--- src/rtl/calc_serial_alu_ctrl_pkg.sv ---
// Shared encodings for the bit-serial calculator ALU: operation codes and sequencer states.
package calc_serial_alu_ctrl_pkg;

  typedef enum logic [1:0] {
    OP_ADD = 2'b00,
    OP_SUB = 2'b01,
    OP_MUL = 2'b10,
    OP_ILL = 2'b11
  } op_e;

  typedef enum logic [1:0] {
    S_IDLE  = 2'b00,
    S_ADD   = 2'b01,
    S_SHIFT = 2'b10,
    S_DONE  = 2'b11
  } state_e;

endpackage

--- src/rtl/calc_serial_alu_ctrl_serial_adder_slice.sv ---
// One-bit full adder built from two half adders, with a registered carry that can be
// preloaded (carry-in for subtract / iteration start) or advanced bit by bit.
module half_adder (
  input  logic x,
  input  logic y,
  output logic s,
  output logic c
);
  assign s = x ^ y;
  assign c = x & y;
endmodule

module serial_adder_slice (
  input  logic clk,
  input  logic rst_n,
  input  logic en,
  input  logic cin_load,
  input  logic cin_val,
  input  logic x,
  input  logic y,
  output logic sum,
  output logic cout,
  output logic carry
);
  logic s1, c1, c2;

  half_adder ha0 (.x(x),  .y(y),     .s(s1),  .c(c1));
  half_adder ha1 (.x(s1), .y(carry), .s(sum), .c(c2));

  assign cout = c1 | c2;

  // Load wins over enable so a new operation or iteration always starts from a known carry.
  always_ff @(posedge clk or negedge rst_n) begin
    if (!rst_n)        carry <= 1'b0;
    else if (cin_load) carry <= cin_val;
    else if (en)       carry <= cout;
  end
endmodule

--- src/rtl/calc_serial_alu_ctrl.sv ---
// Sequencer that time-shares one serial adder slice for WIDTH-bit add, subtract and
// unsigned shift-add multiply, with a start/busy/done handshake.
module calc_serial_alu_ctrl
  import calc_serial_alu_ctrl_pkg::*;
#(
  parameter int WIDTH = 8
) (
  input  logic               clk,
  input  logic               rst_n,
  input  logic               start,
  input  logic [1:0]         op,
  input  logic [WIDTH-1:0]   a,
  input  logic [WIDTH-1:0]   b,
  output logic               busy,
  output logic               done,
  output logic [2*WIDTH-1:0] result,
  output logic               carry_out,
  output logic               overflow,
  output logic               err
);
  localparam int CW = $clog2(WIDTH + 1);

  state_e             state, state_nxt;
  logic [1:0]         op_r;
  logic [WIDTH-1:0]   ra, rb;
  logic [2*WIDTH-1:0] acc;
  logic [CW-1:0]      bit_cnt, iter_cnt;
  logic               accept, is_mul, last_bit, last_iter;
  logic               x, y, sum, cout, carry;

  assign accept    = (state == S_IDLE) && start;
  assign is_mul    = (op_r == OP_MUL);
  assign last_bit  = (bit_cnt == CW'(WIDTH - 1));
  assign last_iter = (iter_cnt == CW'(WIDTH - 1));
  assign busy      = (state != S_IDLE);
  assign done      = (state == S_DONE);

  // Multiply accumulates into the upper half of acc; the multiplicand in ra rotates so it
  // is intact again after every WIDTH-bit pass.
  assign x = is_mul ? acc[WIDTH] : ra[0];
  assign y = is_mul ? (ra[0] & rb[0]) : rb[0];

  serial_adder_slice u_slice (
    .clk      (clk),
    .rst_n    (rst_n),
    .en       (state == S_ADD),
    .cin_load (accept || (state == S_SHIFT)),
    .cin_val  (accept ? op[0] : 1'b0),
    .x        (x),
    .y        (y),
    .sum      (sum),
    .cout     (cout),
    .carry    (carry)
  );

  always_ff @(posedge clk or negedge rst_n) begin
    if (!rst_n) state <= S_IDLE;
    else        state <= state_nxt;
  end

  always_comb begin
    state_nxt = state;
    case (state)
      S_IDLE:  if (start) state_nxt = (op == OP_ILL) ? S_DONE : S_ADD;
      S_ADD:   if (last_bit) state_nxt = is_mul ? S_SHIFT : S_DONE;
      S_SHIFT: state_nxt = last_iter ? S_DONE : S_ADD;
      S_DONE:  state_nxt = S_IDLE;
      default: state_nxt = S_IDLE;
    endcase
  end

  always_ff @(posedge clk or negedge rst_n) begin
    if (!rst_n) begin
      op_r      <= 2'b00;
      ra        <= '0;
      rb        <= '0;
      acc       <= '0;
      bit_cnt   <= '0;
      iter_cnt  <= '0;
      result    <= '0;
      carry_out <= 1'b0;
      overflow  <= 1'b0;
      err       <= 1'b0;
    end else begin
      case (state)
        S_IDLE: if (start) begin
          op_r     <= op;
          ra       <= a;
          rb       <= (op == OP_SUB) ? ~b : b;
          acc      <= '0;
          bit_cnt  <= '0;
          iter_cnt <= '0;
          err      <= 1'b0;
          if (op == OP_ILL) begin
            result    <= '0;
            carry_out <= 1'b0;
            overflow  <= 1'b0;
            err       <= 1'b1;
          end
        end
        S_ADD: begin
          ra  <= is_mul ? {ra[0], ra[WIDTH-1:1]} : (ra >> 1);
          rb  <= is_mul ? rb : (rb >> 1);
          acc[2*WIDTH-1:WIDTH] <= {sum, acc[2*WIDTH-1:WIDTH+1]};
          bit_cnt <= last_bit ? '0 : bit_cnt + 1'b1;
          // On the MSB, carry holds the carry into the MSB and cout the carry out of it.
          if (last_bit && !is_mul) begin
            result    <= {{WIDTH{1'b0}}, sum, acc[2*WIDTH-1:WIDTH+1]};
            carry_out <= cout ^ op_r[0];
            overflow  <= carry ^ cout;
          end
        end
        S_SHIFT: begin
          acc      <= {carry, acc[2*WIDTH-1:1]};
          rb       <= rb >> 1;
          iter_cnt <= last_iter ? '0 : iter_cnt + 1'b1;
          if (last_iter) begin
            result    <= {carry, acc[2*WIDTH-1:1]};
            carry_out <= 1'b0;
            overflow  <= 1'b0;
          end
        end
        default: ;
      endcase
    end
  end

endmodule
--- config.mk ---
export PLATFORM = sky130hd
export DESIGN_NAME = calc_serial_alu_ctrl
export DESIGN_NICKNAME = d
export VERILOG_FILES = /design/src/rtl/calc_serial_alu_ctrl_pkg.sv /design/src/rtl/calc_serial_alu_ctrl_serial_adder_slice.sv /design/src/rtl/calc_serial_alu_ctrl.sv
export SDC_FILE = /design/constraint.sdc
export NUM_CORES = 1
export LEC_CHECK = 0
export BUFFER_PORTS_ARGS = -buffer_cell sky130_fd_sc_hd__buf_2
export CORE_MARGIN = 4
export CORE_UTILIZATION = 30
export CTS_CLUSTER_SIZE = 14
export DETAILED_ROUTE_END_ITERATION = 10
export GPL_ROUTABILITY_DRIVEN = 0
export GPL_TIMING_DRIVEN = 0
export HOLD_SLACK_MARGIN = 0.02
export RECOVER_POWER = 50
export SYNTH_ARGS = -nofsm -noshare
export SYNTH_HDL_FRONTEND = slang
export SYNTH_SLANG_ARGS = --single-unit
--- constraint.sdc ---
create_clock -name clk -period 3.11 [get_ports clk]
set_clock_uncertainty 0.2 [all_clocks]
set_input_delay 0.311 -clock clk [delete_from_list [all_inputs] [get_ports clk]]
set_output_delay 0.311 -clock clk [all_outputs]
set_load 0.05 [all_outputs]
## Word-level counts from Yosys, hierarchy flattened

Cells that the tools add are included.

- Bits of input ports: 21
- Flip-flop bits (word level): 64
- Word-level logic and storage cells: 94
- Output and inout port bits: 21

- Equal/unequal tests: 14
- Reductions and logical operators: 17
- Mux-type cells: 39
- Add/sub/neg operators: 2
- Bitwise logic cells: 9

Operators by type and width:

| cell | number |
|---|---|
| $mux 16 | 5 |
| $pmux 16 s3 | 1 |
| $pmux 8 s3 | 2 |
| $mux 8 | 5 |
| $pmux 8 s2 | 2 |
| $pmux 4 s2 | 2 |
| $mux 1 | 12 |
| $mux 4 | 3 |
| $ne 2x2->1 const B | 5 |
| $reduce_and 2->1 | 5 |
| $add 4x1->4 const B | 2 |
| $eq 2x2->1 const B | 4 |
| $eq 4x3->1 const B | 2 |
| $mux 2 | 4 |
| $not 8->8 | 1 |
| $pmux 2 s4 | 1 |
| $reduce_bool 2->1 | 4 |
| $pmux 1 s3 | 2 |
| $reduce_and 5->1 | 1 |
| $eq 2x1->1 const B | 2 |
| $xor 1x1->1 | 4 |
| $and 1x1->1 | 3 |
| $reduce_and 3->1 | 1 |
| $reduce_bool 3->1 | 1 |
| other kinds (6) | 7 |

## Logic depth before layout (Yosys ltp)

- Depth in word-level cells: 8
- Depth in mapped cells: 8
- Depth with buffers taken out: 8

## Hierarchy

A second synthesis with hierarchy kept.

- Cells, all modules: 287
- Area total of the unflattened synthesis: 3143.0 µm²

Modules (own cells, without submodules):

| module | area an instance (µm²) | times used | cells an instance | seq. area each (µm²) |
|---|---|---|---|---|
| calc_serial_alu_ctrl | 3054.2 | 1 | 279 | 1551.5 |
| serial_adder_slice | 63.8 | 1 | 6 | 25.0 |
| half_adder | 12.5 | 2 | 1 | 0.0 |

## Least setup slack after synthesis

No wires, ideal clock.

- Path kind: register to register
- Start point: reg state[0]
- End point: reg carry_out
- Stages on the path, launching flop included: 9
- Required time: 2.786 ns
- Setup slack: 0.884 ns
- Data arrival time: 1.902 ns
- Period minus slack after synthesis: 2.226 ns
- Setup time: 0.124 ns
- Buffers on the path: 2
- Path through: dfrtp_1 > inv_1 > ha_1 > buf_2 > nor2b_4 > a211oi_4 > nand4_4 > buf_6 > mux2i_1

- Longest elaborated chain between the ends: 3
- Elaborated cells between the ends (all ways): 10
- Those cells by class: eq/ne (6); mux (1); reduce/logical (3)

Ends and longest elaborated chain:

| what | RTL line | text |
|---|---|---|
| start, declared | calc_serial_alu_ctrl.sv:23 | `state_e state, state_nxt;` |
| start signal, assigned | calc_serial_alu_ctrl.sv:58 | `else state <= state_nxt;` |
| $eq 2x1->1, or another cell as far along | calc_serial_alu_ctrl.sv:85 | `case (state)` |
| $ne 2x2->1 (no source line), or another cell as far along | - |  |
| $reduce_and 5->1 (no source line) | - |  |
| end signal, assigned | calc_serial_alu_ctrl.sv:109 | `carry_out <= cout ^ op_r[0];` |
| end, declared | calc_serial_alu_ctrl.sv:17 | `output logic carry_out,` |

Several ways; a longest one is shown, not always the timed one.
A chain may end at the register's enable or synchronous reset.

## Final worst setup path

- Start point: reg state[1]
- End point: reg result[15]

- Longest elaborated chain between the ends: 3
- Elaborated cells between the ends (all ways): 10
- Those cells by class: eq/ne (6); mux (1); reduce/logical (3)

Ends and longest elaborated chain:

| what | RTL line | text |
|---|---|---|
| $eq 2x1->1, or another cell as far along | calc_serial_alu_ctrl.sv:85 |  |
| $ne 2x2->1 (no source line), or another cell as far along | - |  |
| $reduce_and 5->1 (no source line) | - |  |
| end signal, assigned | calc_serial_alu_ctrl.sv:108 | `result <= {{WIDTH{1'b0}}, sum, acc[2*WIDTH-1:WIDTH+1]};` |
| end signal, assigned | calc_serial_alu_ctrl.sv:118 | `result <= {carry, acc[2*WIDTH-1:1]};` |
| end, declared | calc_serial_alu_ctrl.sv:16 | `output logic [2*WIDTH-1:0] result,` |

Several ways; a longest one is shown, not always the timed one.

==> impl_metrics.json <==
{
  "status": "finished with violations",
  "violations": "capacitance limit, slew limit",
  "cp.arrival_ns": 2.64,
  "period_minus_slack_ns": 2.62,
  "worstPathRequired_ns": 3.13,
  "grt_use_total": 0.117,
  "worstReg2RegStart": "state[1]",
  "period_share": 0.843,
  "cts_resized": 0,
  "maxCapViolCount": 1,
  "nets": 369,
  "diodes": 0,
  "synth-async-reset-ratio": 1.00,
  "rsz0062_at_grt": "false",
  "core_area_um2": 9910,
  "initial_core_util": 0.313,
  "grt_max_degree": 64,
  "power_mw": 3.40,
  "tritoncts.num_buffers": 9,
  "row_count": 36,
  "dieHeight_um": 110,
  "seqPwrFrac": 0.340,
  "finalSetupTns_ns": 0,
  "hp-class": "primary input to register",
  "avgViaCountPerCell": 4.67,
  "ys_warn_count": 0,
  "crit_start": "state[1]",
  "clk_pin_slew_worst_paths_ns": 0.06,
  "cp_max_fo": 10,
  "drt-total-wl_um": 6460,
  "powerDensity_nw_per_um2": 941,
  "fp.dieArea_um2": 12000,
  "post_drt_wl_per_cell_um": 13.6,
  "relSlewSlack": -0.0493,
  "critPathCapture": "result[15]",
  "crit_type": "register to register",
  "synth-seq-cells": 63,
  "synth.cell_area_um2": 3100,
  "overflow": 0,
  "cts_tree": "yes",
  "swShare": 0.426,
  "ys.flop_type": "dfrtp_1",
  "r2r_cells": 8,
  "antenna_found_initial": 0,
  "cp_slowest_cell": "a211oi_4",
  "p_comb_frac": 0.488,
  "peakVddDrop_uv": 537,
  "tightestPinTransition_ns": 1.57,
  "cts_root_buf": "clkbuf_8",
  "drt_iter0_drc": 51,
  "max_stage_delay_ns": 0.57,
  "setup_viol": 0,
  "p_int_mw": 1.95,
  "vias": 2220,
  "h-tree-depth": 3,
  "synth_edf_count": 0,
  "finalMaxSlewViolations": 64,
  "syn-num-nets": 316,
  "drive_above_1_share": 0.184,
  "clk_latency_ns": 0.34,
  "grt_pass1_vias": 2189,
  "areaGrowthSynthToFinish_pct": 16.6,
  "detail-route-antenna-nets": 0,
  "grt_pass1_wl_um": 10800,
  "ys_seq_area_frac": 0.508,
  "cts_num_sinks": 63,
  "worstSetupEndpointType": "register",
  "clock_path_buffers": 2,
  "r2r_slack_ns": 0.49,
  "yosysUniqueCellTypes": 38,
  "switchingPower_mw": 1.45,
  "start_kind": "register",
  "die_x_um": 110,
  "max_freq_mhz": 382,
  "port_buffers": 41,
  "synthCells": 287,
  "pwr-share-clk": 0.172,
  "detailed_place_hpwl_um": 4630,
  "hold_violations": 0,
  "power_leakage_nw": 1.71,
  "io_pins": 42,
  "drtPass1Iterations": 4,
  "syn_avg_cell_area_um2": 10.8,
  "crit_chain": "inv_1 -> ha_1 -> buf_2 -> nor2b_4 -> a211oi_4 -> nand4_4 -> buf_6 -> mux2i_1",
  "drc": 0,
  "regToRegEndpoint": "result[15]"
}
==> how the worst min path moves through the flow <==
stage	slack (ns)	cells past startpoint	endpoint	start
floorplan	-0.18	0	acc[10]	rst_n
global placement	0.27	2	ra[2]	ra[2]
detailed placement	0.26	1	result[12]	rst_n
CTS	0.03	2	op_r[1]	op[1]
global route	0.05	2	op_r[1]	op[1]
finish	0.05	3	op_r[0]	op[0]
==> routing by layer <==
metal,track usage,routed length (um)
met3,0.0423,303
met2,0.176,2930
met1,0.158,3180
met4,0.0347,47
met5,0,0
==> synth_stat cells (2+ instances only) <==
cell type	number	share of area
a21o_1	2	0.0048
a21oi_1	4	0.0065
a22o_1	17	0.048
a22oi_1	7	0.017
buf_2	3	0.0048
clkbuf_1	10	0.012
dfrtp_1	63	0.51
ha_1	7	0.028
inv_1	16	0.019
mux2_2	17	0.062
mux2i_1	21	0.068
nand2_1	47	0.057
nand2b_1	4	0.0081
nand3_1	2	0.0032
nor2_1	6	0.0073
nor2b_1	9	0.018
nor3_1	2	0.0032
o21ai_0	21	0.034
xor2_1	10	0.028
==> cell families (layout without fill, tap and decap cells) <==
group / Yosys count / count (layout) / share of synthesized area
simple gates: 74 / 74 / 0.112
compound gates: 63 / 63 / 0.144
flops: 63 / 63 / 0.508
mux: 38 / 38 / 0.129
buf+inv: 30 / 85 / 0.0399
xor+xnor: 11 / 11 / 0.0310
fa+ha+maj: 8 / 8 / 0.0347
==> area by class of cell <==
class,instances,area [um^2]
clock inverter,2,10.0
fill,1037,6290
clock buffer,11,141
timing repair buffer,42,196
buffer,14,63.8
sequential,63,1580
multi-input combinational,194,1400
tap,133,166
inverter,16,60.1
==> repair_timing <==
action | 4_1_cts | 5_1_grt
setup buffers | 0 | 0
endpoints found under the hold margin | 63 | 0
hold buffers | 1 | 0
==> stage by stage <==
step	std cells	utilization	cell area [um^2]	setup WS [ns]	hold WS (ns)
after floorplan	287	-	3100	0.884	-0.185
after global placement	461	0.351	3470	0.507	0.267
after detailed placement	461	0.351	3480	0.474	0.259
after CTS	475	0.367	3640	0.461	0.0290
after global routing	475	0.365	3620	0.271	0.0477
final	475	0.365	3620	0.489	0.0536
==> critical path: cells and delay by family, from the launching register on <==
kind / cells / cell delay (ns)
AOI/OAI and AO/OA: 1 / 0.57
buffers and inverters: 3 / 0.54
and+or+nand+nor: 2 / 0.50
DFF: 1 / 0.39
adders and majority gates: 1 / 0.18
muxes: 1 / 0.12
==> registers in the layout, indices dropped and copies added, names as in the netlist <==
name and cells:
result 16, acc 15, ra 8, rb 8, bit_cnt 4, iter_cnt 4, op_r 2, state 2
carry_out 1, err 1, overflow 1, u_slice.carry 1
==> power groups by stage <==
stage	logic, mW	clock network (mW)	registers, mW
global route	1.86	0.644	1.20
finish	1.66	0.584	1.16
CTS	1.70	0.610	1.16
global placement	1.66	0	1.17
floorplan	1.21	0	1.24
detailed placement	1.69	0	1.17
==> cells in the final DEF (no fill, tap or decap), types with 9 or more instances in the layout <==
cell type / count
nand2_1: 47
xor2_1: 10
buf_2: 28
dfrtp_1: 63
clkbuf_8: 10
a22o_1: 17
nor2b_1: 9
o21ai_0: 21
mux2i_1: 21
mux2_2: 17
inv_1: 16
clkbuf_1: 26
Note: power is estimated with default switching activity, not from simulation.
